<file path="src/rtl/hash_fold_pkg.sv">
// Shared constants, FSM state type and rotate helper for the hash digest folder.
package hash_fold_pkg;

  localparam int LANE_W     = 32;
  localparam int MAX_LANES  = 8;
  localparam int ROT_ABSORB = 5;
  localparam int ROT_MIX    = 11;

  localparam logic [LANE_W-1:0] IV [MAX_LANES] = '{
    32'h6A09E667, 32'hBB67AE85, 32'h3C6EF372, 32'hA54FF53A,
    32'h510E527F, 32'h9B05688C, 32'h1F83D9AB, 32'h5BE0CD19
  };

  typedef enum logic [1:0] {
    IDLE   = 2'd0,
    ABSORB = 2'd1,
    FINAL  = 2'd2,
    OUT    = 2'd3
  } fold_state_t;

  function automatic logic [LANE_W-1:0] rotl32(input logic [LANE_W-1:0] x,
                                               input int unsigned n);
    return (x << n) | (x >> (LANE_W - n));
  endfunction

endpackage

</file>
<file path="src/rtl/hash_fold_lanes.sv">
// Lane register file: absorbs words round-robin and applies the per-lane final mix.
module hash_fold_lanes
  import hash_fold_pkg::*;
#(
  parameter int NUM_LANES = 4,
  parameter int IDXW      = (NUM_LANES > 1) ? $clog2(NUM_LANES) : 1
) (
  input  logic                        clk,
  input  logic                        reset,
  input  logic                        i_reload,
  input  logic                        i_absorb,
  input  logic [LANE_W-1:0]           i_word,
  input  logic                        i_mix,
  input  logic [IDXW-1:0]             i_mix_idx,
  input  logic [LANE_W-1:0]           i_inject,
  output logic [LANE_W*NUM_LANES-1:0] o_lanes
);

  logic [LANE_W-1:0] r_lane [NUM_LANES];
  logic [IDXW-1:0]   r_idx;
  logic [IDXW-1:0]   w_mix_nxt;

  assign w_mix_nxt = (i_mix_idx == IDXW'(NUM_LANES-1)) ? '0 : i_mix_idx + 1'b1;

  // Mixing is done in place one lane per cycle, so the last lane sees lane 0 already mixed.
  always_ff @(posedge clk) begin
    if (!reset || i_reload) begin
      for (int i = 0; i < NUM_LANES; i++) r_lane[i] <= IV[i];
      r_idx <= '0;
    end else if (i_absorb) begin
      r_lane[r_idx] <= rotl32(r_lane[r_idx], ROT_ABSORB) ^ i_word;
      r_idx         <= (r_idx == IDXW'(NUM_LANES-1)) ? '0 : r_idx + 1'b1;
    end else if (i_mix) begin
      r_lane[i_mix_idx] <= r_lane[i_mix_idx] ^ i_inject ^ rotl32(r_lane[w_mix_nxt], ROT_MIX);
    end
  end

  always_comb begin
    o_lanes = '0;
    for (int i = 0; i < NUM_LANES; i++) o_lanes[LANE_W*i +: LANE_W] = r_lane[i];
  end

endmodule

</file>
<file path="src/rtl/hash_digest_fold.sv">
// Folds a stream of hash words into NUM_LANES 32-bit lanes and emits a mixed digest.
// Optional build macro HASH_FOLD_LEN_EN injects the word count into lane 0 at finalisation.
module hash_digest_fold
  import hash_fold_pkg::*;
#(
  parameter int NUM_LANES = 4
) (
  input  logic                        clk,
  input  logic                        reset,
  input  logic [31:0]                 hash_in,
  input  logic                        hash_valid,
  input  logic                        hash_last,
  output logic                        hash_ready,
  output logic [32*NUM_LANES-1:0]     digest_out,
  output logic [15:0]                 digest_words,
  output logic                        digest_valid,
  input  logic                        digest_ready
);

  localparam int IDXW = (NUM_LANES > 1) ? $clog2(NUM_LANES) : 1;

  fold_state_t       r_state;
  logic [15:0]       r_cnt;
  logic [IDXW-1:0]   r_k;
  logic              r_hash_ready;
  logic              r_digest_valid;

  logic              w_accept;
  logic              w_mix;
  logic              w_reload;
  logic [31:0]       w_inject;
  logic [32*NUM_LANES-1:0] w_lanes;

  assign w_accept = hash_valid && r_hash_ready;
  assign w_mix    = (r_state == FINAL);
  assign w_reload = (r_state == OUT) && digest_ready;

`ifdef HASH_FOLD_LEN_EN
  assign w_inject = (w_mix && r_k == '0) ? {16'h0, r_cnt} : 32'h0;
`else
  assign w_inject = 32'h0;
`endif

  always_ff @(posedge clk) begin
    if (!reset) begin
      r_state        <= IDLE;
      r_cnt          <= '0;
      r_k            <= '0;
      r_hash_ready   <= 1'b1;
      r_digest_valid <= 1'b0;
    end else begin
      case (r_state)
        IDLE, ABSORB: begin
          if (w_accept) begin
            if (r_cnt != 16'hFFFF) r_cnt <= r_cnt + 16'd1;
            if (hash_last) begin
              r_state      <= FINAL;
              r_hash_ready <= 1'b0;
              r_k          <= '0;
            end else begin
              r_state <= ABSORB;
            end
          end
        end
        FINAL: begin
          if (r_k == IDXW'(NUM_LANES-1)) begin
            r_state        <= OUT;
            r_digest_valid <= 1'b1;
          end else begin
            r_k <= r_k + 1'b1;
          end
        end
        OUT: begin
          if (digest_ready) begin
            r_state        <= IDLE;
            r_cnt          <= '0;
            r_digest_valid <= 1'b0;
            r_hash_ready   <= 1'b1;
          end
        end
        default: begin
          r_state        <= IDLE;
          r_hash_ready   <= 1'b1;
          r_digest_valid <= 1'b0;
        end
      endcase
    end
  end

  hash_fold_lanes #(.NUM_LANES(NUM_LANES), .IDXW(IDXW)) u_lanes (
    .clk       (clk),
    .reset     (reset),
    .i_reload  (w_reload),
    .i_absorb  (w_accept),
    .i_word    (hash_in),
    .i_mix     (w_mix),
    .i_mix_idx (r_k),
    .i_inject  (w_inject),
    .o_lanes   (w_lanes)
  );

  assign hash_ready   = r_hash_ready;
  assign digest_valid = r_digest_valid;
  assign digest_out   = w_lanes;
  assign digest_words = r_cnt;

endmodule

</file>
<file path="config.mk">
export PLATFORM = sky130hd
export DESIGN_NAME = hash_digest_fold
export DESIGN_NICKNAME = d
export VERILOG_FILES = /design/src/rtl/hash_fold_pkg.sv /design/src/rtl/hash_fold_lanes.sv /design/src/rtl/hash_digest_fold.sv
export SDC_FILE = /design/constraint.sdc
export NUM_CORES = 1
export LEC_CHECK = 0
export CORE_MARGIN = 2
export CORE_UTILIZATION = 45
export DETAILED_ROUTE_END_ITERATION = 16
export PLACE_DENSITY_LB_ADDON = 0.1
export SYNTH_ARGS = -nofsm -noshare
export SYNTH_HDL_FRONTEND = slang
export SYNTH_SLANG_ARGS = --single-unit
</file>
<file path="constraint.sdc">
create_clock -name clk -period 9.2 [get_ports clk]
set_input_delay 0.92 -clock clk [delete_from_list [all_inputs] [get_ports clk]]
set_output_delay 0.92 -clock clk [all_outputs]
set_load 0.02 [all_outputs]
</file>
==> reports/results.ini <==
[die]
boundaryPins = 183
die_x_um = 147
dieArea_um2 = 21500
die_h_um = 147
row_count = 52
initial_core_util = 0.456
core-area_um2 = 20100

[timing]
finClkSkew_ns = 0.0111
fin_crit_sh = 0.433
period_minus_slack_ns = 3.98
tightest_slew_ns = 1.19
setup_slack_ns = 5.22
final_max_slew_viol_count = 0
setup_viol = 0
slew_headroom = 0.203
hold_viol = 0
fmax_ghz = 0.251
setup-tns-final_ns = 0
rsz0062_at_grt = no
whs_ns = 0.507

[global_routing]
antenna_found_initial = 0
grt-ovfl-total = 0
first_global_vias = 7374
grt_max_degree = 43
track_usage = 0.276
grt_pass1_wl_mm = 44.5

[placement]
numPortBuffers = 182
placed_area_um2 = 11200
place_ws_ns = 4.84
gp_congestion = 0.862
hpwlAfterDp_mm = 19.9

[worst_setup_path]
crit_type = input pin to register
endpoint_kind = register
start_kind = input pin
rrSetupSlack_ns = 5.95
reg2reg_depth = 7
startpoint = reset
r2r-start = r_k[0]$_SDFFE_PN0P_
crit_arrival_ns = 4.12
crit_fanout = 28
cp_data_required_time_ns = 9.34
regToRegEndpoint = u_lanes.r_lane[0][3]$_SDFFCE_PN0P_

[yosys]
netlist_area_um2 = 9170
avgSynthCellArea_um2 = 12.8
yosys.area.top_type = edfxtp_1
yosysTopAreaCellShare = 0.419
syn-instance-count = 718
synth_nets = 758
synthTopCellsByCount = 128 x edfxtp_1, 91 x nand2_1, 88 x mux4_2
synth_edf_count = 128
ys_top_cells_by_area = edfxtp_1 42%, mux4_2 22%, dfxtp_1 6.1%
yosysSeqAreaShare = 0.480
ys.flop_type = edfxtp_1
synth_cell_type_count = 59
ys_async_sr_fraction = 0
ys_warn_count = 0
synth.most_common_cell = edfxtp_1
ys_ff_latch = 156

[hold_path]
holdPathEnd = digest_words[1]$_SDFFE_PN0P_
worstHoldStart = digest_words[1]$_SDFFE_PN0P_
hold_class = register to register
hold_depth = 2

[detailed_routing]
post_drt_wl_per_cell_um = 25.0
wirelength_mm = 29.3
vias = 7167
avgViaCountPerCell = 6.12
drc = 0
ant_nets = 0
drt_iter0_markers = 564
drt_pass1_iterations = 7

[clock_network]
cts_tree = built
cts_root_buf = clkbuf_16
insertion_delay_ns = 0.43
htreeDepth = 4
cts_buffer_depth = 2
clkSlewWorstSetupHoldPaths_ns = 0.07
cts_setup_buffers = 0
postCtsHoldBufs = 0
numCtsBuffers = 17
cts.repair.resized = 0
cts_num_sinks = 156

[final_layout]
final_area_um2 = 11800
diodes = 0
drive_above_1_share = 0.182
layout.nets = 928
syn_to_final_growth_pct = 28.7

[pwr]
ir_worst_vdd_mv = 0.138
p_per_area_nw_per_um2 = 175
p_total_mw = 2.06
p_leak_nw = 3.83

[job]
cap_viol_max_count = 0

[status]
status = completed

[critical path: stages]
cell	delay [ns]
clkdlybuf4s50_1	0.89
nand3_1	0.45
o31ai_1	0.16
a21oi_2	0.90
nand2_1	0.39
buf_4	0.38
[power breakdown]
group          switching, mW  internal (mW)  total [mW]
sequential            0.0641          0.825       0.889
clock                  0.306          0.378       0.684
combinational          0.267          0.220       0.488
[how the worst max path moves through the flow]
| stage | endpoint | slack, ns |
|---|---|---|
| CTS | u_lanes.r_lane[2][9]$_SDFFCE_PN1P_ | 5.26 |
| floorplan | u_lanes.r_lane[3][0]$_DFFE_PP_ | 5.78 |
| detailed placement | u_lanes.r_lane[0][22]$_SDFFCE_PN0P_ | 4.84 |
| finish | u_lanes.r_lane[0][5]$_SDFFCE_PN1P_ | 5.22 |
| global route | u_lanes.r_lane[0][5]$_SDFFCE_PN1P_ | 4.97 |
| global placement | u_lanes.r_lane[2][6]$_SDFFCE_PN1P_ | 4.93 |
[flip-flops by register name (all words and copies together), names as in the netlist, named ones only]
name / cells
u_lanes.r_lane: 128
digest_words: 16
r_k: 2
r_state: 2
u_lanes.r_idx: 2
digest_valid: 1
hash_ready: 1
[stage by stage]
step	util	cells
finish	0.587	1171
global route	0.587	1171
CTS	0.587	1171
detailed placement	0.559	1139
global placement	0.559	1139
floorplan	-	718
[kinds of logic (layout without fill, tap and decap cells)]
family / Yosys count / count (layout) / synth area share
buf+inv: 76 / 259 / 0.0371
fa+ha+maj: 3 / 3 / 0.00409
xor+xnor: 60 / 60 / 0.0573
simple gates: 212 / 212 / 0.105
flops: 156 / 156 / 0.480
compound gates: 109 / 109 / 0.0841
mux: 102 / 102 / 0.232
[per-layer routing]
| metal | wire length, um | global-route usage |
|---|---|---|
| met1 | 11300 | 0.353 |
| met2 | 14800 | 0.465 |
| met3 | 2420 | 0.0578 |
| met4 | 794 | 0.104 |
| met5 | 0 | 0 |
[layout make-up]
class / count / area, um^2
Clock inverter: 14 / 138
Inverter: 30 / 113
Multi-Input combinational cell: 486 / 4440
Clock buffer: 18 / 429
Timing Repair Buffer: 197 / 1930
Tap cell: 270 / 338
Sequential cell: 156 / 4410
Fill cell: 1631 / 8300
[cell usage in the layout (no fill, tap or decap), types with 4 or more instances in the layout]
cell type / synthesis / layout
and3b_1: 4 / 4
and2_1: 6 / 6
nor2b_1: 5 / 5
mux2i_1: 9 / 9
o21ai_0: 23 / 23
inv_6: 0 / 4
edfxtp_1: 128 / 128
a21boi_0: 5 / 5
a22oi_1: 8 / 8
inv_1: 30 / 30
mux4_2: 88 / 88
nor3_1: 9 / 9
o221a_2: 4 / 4
mux2_2: 5 / 5
nor4_1: 4 / 4
dfxtp_1: 28 / 23
clkinvlp_4: 0 / 4
o22ai_1: 17 / 17
o211ai_1: 4 / 4
dfxtp_2: 0 / 5
and3_1: 5 / 5
nor2_1: 52 / 51
nand2_1: 91 / 91
clkbuf_16: 0 / 17
xor2_1: 53 / 53
clkdlybuf4s50_1: 0 / 182
xnor2_1: 7 / 7
buf_4: 1 / 15
o21a_1: 5 / 5
a21oi_1: 16 / 15
nand3_1: 18 / 18
(Power assumes the default switching activity.)
